<file path="src/rtl/instruction_encoder.sv">
// RV32I instruction packer that streams legal encoded words into instruction memory
// from a sequential address counter; out-of-range or misaligned immediates are counted and dropped.
module instruction_encoder #(
  parameter int ADDR_WIDTH = 8,
  parameter int BASE_ADDR  = 0
) (
  input  logic                  clk,
  input  logic                  rst,
  input  logic                  start,
  input  logic                  in_valid,
  output logic                  in_ready,
  input  logic [2:0]            fmt,
  input  logic [6:0]            opcode,
  input  logic [4:0]            rd,
  input  logic [4:0]            rs1,
  input  logic [4:0]            rs2,
  input  logic [2:0]            funct3,
  input  logic [6:0]            funct7,
  input  logic [31:0]           imm,
  output logic                  mem_we,
  output logic [ADDR_WIDTH-1:0] mem_addr,
  output logic [31:0]           mem_wdata,
  output logic                  busy,
  output logic                  full,
  output logic [ADDR_WIDTH:0]   word_count,
  output logic                  err_sticky,
  output logic [7:0]            err_count
);
  typedef enum logic [1:0] {IDLE, RUN, FULL} state_t;

  localparam logic [ADDR_WIDTH-1:0] BASE = ADDR_WIDTH'(BASE_ADDR);
  localparam logic [ADDR_WIDTH-1:0] LAST = '1;

  state_t                r_state;
  logic [ADDR_WIDTH-1:0] r_addr;
  logic                  r_we;
  logic [ADDR_WIDTH-1:0] r_maddr;
  logic [31:0]           r_wdata;
  logic [ADDR_WIDTH:0]   r_wc;
  logic                  r_sticky;
  logic [7:0]            r_ecount;

  logic                  w_accept;
  logic                  w_legal;
  logic                  w_fit12;
  logic                  w_fitb;
  logic                  w_fitj;
  logic signed [31:0]    w_simm;
  logic [31:0]           w_word;

  assign w_simm   = imm;
  assign w_fit12  = (w_simm >= -32'sd2048) && (w_simm <= 32'sd2047);
  assign w_fitb   = (w_simm >= -32'sd4096) && (w_simm <= 32'sd4094) && !imm[0];
  assign w_fitj   = (w_simm >= -32'sd1048576) && (w_simm <= 32'sd1048574) && !imm[0];
  assign in_ready = (r_state == RUN) && !start;
  assign w_accept = in_valid && in_ready;

  always_comb begin
    w_word  = '0;
    w_legal = 1'b0;
    case (fmt)
      3'd0: begin
        w_word  = {funct7, rs2, rs1, funct3, rd, opcode};
        w_legal = 1'b1;
      end
      3'd1: begin
        w_word  = {imm[11:0], rs1, funct3, rd, opcode};
        w_legal = w_fit12;
      end
      3'd2: begin
        w_word  = {imm[11:5], rs2, rs1, funct3, imm[4:0], opcode};
        w_legal = w_fit12;
      end
      3'd3: begin
        w_word  = {imm[12], imm[10:5], rs2, rs1, funct3, imm[4:1], imm[11], opcode};
        w_legal = w_fitb;
      end
      3'd4: begin
        w_word  = {imm[31:12], rd, opcode};
        w_legal = (imm[11:0] == 12'd0);
      end
      3'd5: begin
        w_word  = {imm[20], imm[10:1], imm[11], imm[19:12], rd, opcode};
        w_legal = w_fitj;
      end
      default: begin
        w_word  = '0;
        w_legal = 1'b0;
      end
    endcase
  end

  // A write captured before a start still retires next cycle; start only clears counters.
  always_ff @(posedge clk) begin
    if (rst) begin
      r_state  <= IDLE;
      r_addr   <= '0;
      r_we     <= 1'b0;
      r_maddr  <= '0;
      r_wdata  <= '0;
      r_wc     <= '0;
      r_sticky <= 1'b0;
      r_ecount <= '0;
    end else begin
      r_we <= 1'b0;
      if (start) begin
        r_state  <= RUN;
        r_addr   <= BASE;
        r_wc     <= '0;
        r_sticky <= 1'b0;
        r_ecount <= '0;
      end else if (w_accept) begin
        if (w_legal) begin
          r_we    <= 1'b1;
          r_maddr <= r_addr;
          r_wdata <= w_word;
          r_wc    <= r_wc + 1'b1;
          if (r_addr == LAST) r_state <= FULL;
          else                r_addr  <= r_addr + 1'b1;
        end else begin
          r_sticky <= 1'b1;
          if (r_ecount != 8'hFF) r_ecount <= r_ecount + 8'd1;
        end
      end
    end
  end

  assign mem_we     = r_we;
  assign mem_addr   = r_maddr;
  assign mem_wdata  = r_wdata;
  assign busy       = (r_state == RUN);
  assign full       = (r_state == FULL);
  assign word_count = r_wc;
  assign err_sticky = r_sticky;
  assign err_count  = r_ecount;
endmodule
</file>
<file path="config.mk">
export PLATFORM = sky130hd
export DESIGN_NAME = instruction_encoder
export DESIGN_NICKNAME = d
export VERILOG_FILES = /design/src/rtl/instruction_encoder.sv
export SDC_FILE = /design/constraint.sdc
export NUM_CORES = 1
export LEC_CHECK = 0
export ABC_AREA = 1
export BUFFER_PORTS_ARGS = -buffer_cell sky130_fd_sc_hd__buf_2
export CORE_ASPECT_RATIO = 0.9
export CORE_MARGIN = 2
export CORE_UTILIZATION = 35
export DETAILED_ROUTE_END_ITERATION = 8
export PLACE_DENSITY_LB_ADDON = 0.12
export SYNTH_ARGS = -nofsm -noshare
export SYNTH_HDL_FRONTEND = slang
export SYNTH_SLANG_ARGS = --single-unit
export TNS_END_PERCENT = 30
</file>
<file path="constraint.sdc">
create_clock -name clk -period 5.4 [get_ports clk]
set_input_delay 1.08 -clock clk [delete_from_list [all_inputs] [get_ports clk]]
set_output_delay 1.08 -clock clk [all_outputs]
set_load 0.01 [all_outputs]
</file>
==> out/metrics.csv, run 1 <==
metric;value;unit
min cycle time layout;3.498;ns
RD Place Congestion;0.9741;
Final ANT Viol Nets;0;
Worst-Margin Slew;1.043;ns
TNS Setup;0;ns
# Post-CTS Setup Buffers;0;
DR vias;4050;
RSZ-0062 raised after global routing;no;
Hold WS;0.4634;ns
worst vdd ir;0.1669;mV
nets;788;
residual DRC count;0;
top-area cell type share of the netlist area;36.34;%
core area;10720;um2
CTS Root Cell;clkbuf_16;
net count after synthesis;665;
dpl hpwl;8498;um
placed cells;836;
Avg Vias per Cell;4.765;
Total GRT Usage;19.43;%
crit-path leading delay family;simple AND/OR/NAND/NOR gates;
total power draw;1.243;mW
reg2reg start;r_state[0]$_SDFFE_PP0P_;
Non-Filler Instances;850;
main flop type after synthesis;dfxtp_1;
WP data arrival;3.71;ns
total gr overflow;0;
EDFF count, synth;0;
Reg2Reg Setup Slack;3.04;ns
status;finished clean;
TritonCTS buffer count;9;
max_slew headroom;30.40;%
Pre-Repair DR Iteration Count;5;
vias in the first global route;3617;
Critical Path End Type;register;
Area Growth Syn to Fin;26.60;%
MaxCap Viol Count;0;
Die ar.;11710;um2
final setup fails;0;
ant diodes;0;
biggest area consumer among synthesized cells;dfxtp_1;
DR WL/cell;13.27;um
Clock Pin Slew Worst Setup and Hold Paths;0.05;ns
Port Buffer Count;132;
Fin Clk Skew;0.005890;ns
CTS tree;yes;
crit path kind;in2reg;
cell area after placement;4512;um2
Critical Path Max Stage Delay;0.47;ns
Synth Warn #;0;
first-pass GRT wire length;17840;um
Critical Path RT;5.61;ns
clock sink total;69;
reg2reg path depth;9;
Worst-Skew Late Latency;0.33;ns
Yosys reg bits;69;
leakage power;2.305;nW
crit-path cells;buf_2 > inv_1 > nand2_1 > nand2_1 > o21ai_0 > nor2_1 > a21oi_1 > nand2_2 > nand2_4 > inv_2 > o21ai_0 > nor2_1;
initial antenna violation count;0;
layout cells sized above 1;23.57;%
CTS Buffer Depth;2;
largest net degree at the start of global routing;52;
post-cts sizing count;0;
Hold Vio Cnt, Final;0;
Hold Startpoint;err_sticky$_SDFFE_PP0P_;
Detailed Route WL;11280;um
row cnt;36;
Unique masters post-synth;33;
IO Pins;133;
sequential cell area fraction in the yosys report;36.34;%
crit path launch type;primary input;
Hold Path Sink;err_sticky$_SDFFE_PP0P_;
Post-CTS Hold Fix Bufs;0;
Synth Cell Area;3801;um2
DIE WIDTH;113.9;um
Max Fclk;0.2859;GHz
async set-reset flop share out of synthesis;0;%
mean area per synthesized cell;6.432;um2
CP max stage cell;inv_2;
Pins Over Slew Limit;0;
DR iter-0 viols;267;
Hold Path Depth;2;
post-route cell area;4812;um2
die height;102.9;um
Min-Delay Path Class;reg2reg;
Worst Path Buf+Inv;3;
pwr dens;258.4;nW/um2
CTS H-tree depth;3;
Tcrit/Tclk final;64.78;%
Post-Synthesis Cells;591;
Initial Util;35.46;%
Synth top cells by count;nor2_1, nand2_1, dfxtp_1, inv_1, o21ai_0;
count leader, synth;nor2_1;
top cells by area, synth;dfxtp_1, nor2_1, nand2_1, inv_1, o21ai_0;
worst-path maximum fanout;51;
reg2reg end;mem_wdata[24]$_SDFFE_PP0P_;
kinds of logic after synthesis:
| group | count (synthesis) | share of synthesized area [%] |
|---|---|---|
| simple gates | 335 | 35.78 |
| compound gates | 93 | 14.19 |
| buf+inv | 71 | 8.097 |
| flops | 69 | 36.34 |
| xor+xnor | 20 | 4.608 |
| fa+ha+maj | 3 | 0.9876 |
worst min-delay path: stages (launching register included):
cell and delay (ns):
dfxtp_1 0.32, inv_1 0.05, a21oi_1 0.05
flip-flops by register name, summed over array words and instances (netlist names):
| name | cells |
|---|---|
| r_state | 2 |
| err_count | 8 |
| r_addr | 8 |
| word_count | 9 |
| mem_we | 1 |
| mem_wdata | 32 |
| err_sticky | 1 |
| mem_addr | 8 |
where the power goes:
group | switching (mW) | internal, mW | leakage (nW)
clock | 0.200 | 0.390 | 0.148
sequential | 0.00359 | 0.516 | 0.557
combinational | 0.0846 | 0.0495 | 1.60
total | 0.288 | 0.955 | 2.31
metal layers:
layer,vias to the layer above,part of all wire (%),wire [um],track usage [%]
li1,2128,-,-,-
met2,133,44,4933,29.71
met3,9,7.0,789,4.644
met5,-,0,0,0
met4,0,0.79,89,6.004
met1,1780,48,5469,27.30
how the worst max path moves through the flow:
| stage | from | endpoint | cells past startpoint |
|---|---|---|---|
| global placement | imm[6] | word_count[4]$_SDFFE_PP0P_ | 15 |
| CTS | fmt[2] | mem_wdata[17]$_SDFFE_PP0P_ | 12 |
| global route | fmt[2] | mem_wdata[13]$_SDFFE_PP0P_ | 12 |
| finish | fmt[2] | mem_wdata[17]$_SDFFE_PP0P_ | 12 |
| floorplan | start | in_ready | 1 |
| detailed placement | fmt[2] | mem_wdata[15]$_SDFFE_PP0P_ | 12 |
final cells by class:
| type | count | area [um2] |
|---|---|---|
| clock inverter | 1 | 30.03 |
| fill | 1158 | 5908 |
| timing repair buffer | 132 | 660.6 |
| multi-input combinational | 451 | 2112 |
| sequential | 69 | 1381 |
| inverter | 51 | 191.4 |
| clock buffer | 13 | 270.3 |
| tap | 133 | 166.4 |
cell usage in the layout (no fill, tap or decap), drive strengths merged, types with 13 or more instances in the layout:
cell type    n
a21oi       31
buf        132
clkbuf      13
dfxtp       69
inv         51
nand2      149
nand3       23
nor2       148
o21ai       49
xor2        17
metrics by stage:
stage	util, %	worst slack, ns
6_report	44.89	1.902
5_1_grt	44.89	1.449
4_1_cts	44.89	1.887
3_5_place_dp	42.09	1.539
3_3_place_gp	42.09	1.648
2_1_floorplan	-	2.893
No activity file was read; power rests on OpenSTA's default activity.
==> run 2, diff against run 1 <==
Clock period 5.4 ns to 3.3 ns, I/O delays scaled along.
==> run 2 against run 1 <==
Critical endpoint is now mem_wdata[20]$_SDFFE_PP0P_. Clock skew down 0.0014 ns. Power rose by 76%. Register-to-register slack got worse by 1.7 ns. Critical path type unchanged. Global-route usage rose by 0.79 points.
==> out/metrics.csv, run 2 (synthesis gave the netlist of run 1 again) <==
metric;value;unit
crit path kind;in2reg;
residual DRC count;0;
Tcrit/Tclk final;73.64;%
commonest non-fill, non-tap cell in the layout;nor2_1;
pre-CTS setup slack;0.5387;ns
Fin Clk Skew;0.004482;ns
Pre-Repair DR Iteration Count;5;
pwr dens;446.4;nW/um2
CP max stage cell;buf_4;
core area;10720;um2
dpl hpwl;8904;um
initial antenna violation count;0;
TNS Setup;0;ns
vias in the first global route;3790;
crit-path cells;buf_2 > inv_1 > nand2_1 > nand2_1 > o21ai_0 > nor2_1 > a21oi_1 > nand2_2 > nand2_4 > buf_4 > o21ai_0 > nor2_1;
Hold WS;0.4651;ns
total gr overflow;0;
Clock Pin Slew Worst Setup and Hold Paths;0.06;ns
Post-CTS Hold Fix Bufs;0;
max_slew headroom;30.98;%
clock sink total;69;
Initial Util;35.46;%
Worst-Margin Slew;1.034;ns
CTS Buffer Depth;2;
Pins Over Slew Limit;0;
CTS tree;yes;
Area Growth Syn to Fin;29.00;%
WP data arrival;2.69;ns
Final ANT Viol Nets;0;
Avg Vias per Cell;4.737;
IO Pins;133;
RSZ-0062 raised after global routing;no;
Worst-Skew Late Latency;0.33;ns
status;finished clean;
DR vias;4055;
Total GRT Usage;20.22;%
RD Place Congestion;0.9267;
largest net degree at the start of global routing;41;
Port Buffer Count;132;
die height;102.9;um
DR iter-0 viols;245;
layout cells sized above 1;24.34;%
leakage power;2.344;nW
Worst Path Buf+Inv;3;
min cycle time layout;2.430;ns
Critical Path End Type;register;
Detailed Route WL;11510;um
Die ar.;11710;um2
row cnt;36;
ant diodes;0;
Max Fclk;0.4115;GHz
post-cts sizing count;0;
Hold Vio Cnt, Final;0;
Critical Path Max Stage Delay;0.29;ns
crit path launch type;primary input;
Min-Delay Path Class;reg2reg;
TritonCTS buffer count;9;
nets;792;
final setup fails;0;
DIE WIDTH;113.9;um
slack of the critical path;0.8700;ns
most frequent cells in the layout;nor2_1, nand2_1, buf_2;
DR WL/cell;13.45;um
first-pass GRT wire length;18620;um
worst vdd ir;0.2872;mV
CTS Root Cell;clkbuf_16;
Critical Path RT;3.56;ns
MaxCap Viol Count;0;
# Post-CTS Setup Buffers;0;
CTS H-tree depth;3;
crit-path leading delay family;simple AND/OR/NAND/NOR gates;
max reg flops;32;
worst-path maximum fanout;29;
run 2: per-layer routing:
metal	part of all wire (%)	up-vias	global-route usage (%)	wire, um
li1	-	2136	-	-
met1	48	1801	26.67	5506
met2	44	108	32.29	5099
met3	7.0	10	6.114	807
met4	0.85	0	5.910	98
met5	0	-	0	0
run 2: where the power goes:
group	leakage, nW	internal [mW]	switching [mW]
Clock	0.165	0.757	0.361
Sequential	0.557	0.844	0.00567
Combinational	1.62	0.0822	0.139
run 2: metrics by stage:
step	cell area, um2	power (mW)	std cells	util (%)
finish	4903	2.189	856	45.74
global route	4903	2.277	856	45.74
CTS	4903	2.212	856	45.74
detailed placement	4554	1.088	840	42.48
global placement	4554	1.088	840	42.48
floorplan	3801	0.9889	591	-
run 2: cell type report:
cell class | count | area, um2
Clock inverter | 6 | 110.1
Fill cell | 1156 | 5817
Tap cell | 133 | 166.4
Multi-Input combinational cell | 451 | 2112
Clock buffer | 10 | 239.0
Sequential cell | 69 | 1381
Timing Repair Buffer | 136 | 703.2
Inverter | 51 | 191.4
run 2: worst paths after layout:
path	startpoint	endpoint	slack [ns]	depth (start not counted)
setup reg to reg	err_count[0]$_SDFFE_PP0P_	err_count[6]$_SDFFE_PP0P_	1.34	9
setup / recovery	fmt[2]	mem_wdata[20]$_SDFFE_PP0P_	0.87	12
hold / removal	err_sticky$_SDFFE_PP0P_	err_sticky$_SDFFE_PP0P_	0.47	2
hold reg to reg	err_sticky$_SDFFE_PP0P_	err_sticky$_SDFFE_PP0P_	0.47	2
run 2: worst register-to-register path: cells and delay by family, from the launching register on:
family / cells / cell delay, ns
AOI/OAI and AO/OA: 1 / 0.14
adders and majority gates: 1 / 0.21
buffers and inverters: 1 / 0.07
DFF: 1 / 0.41
and+or+nand+nor: 6 / 1.05
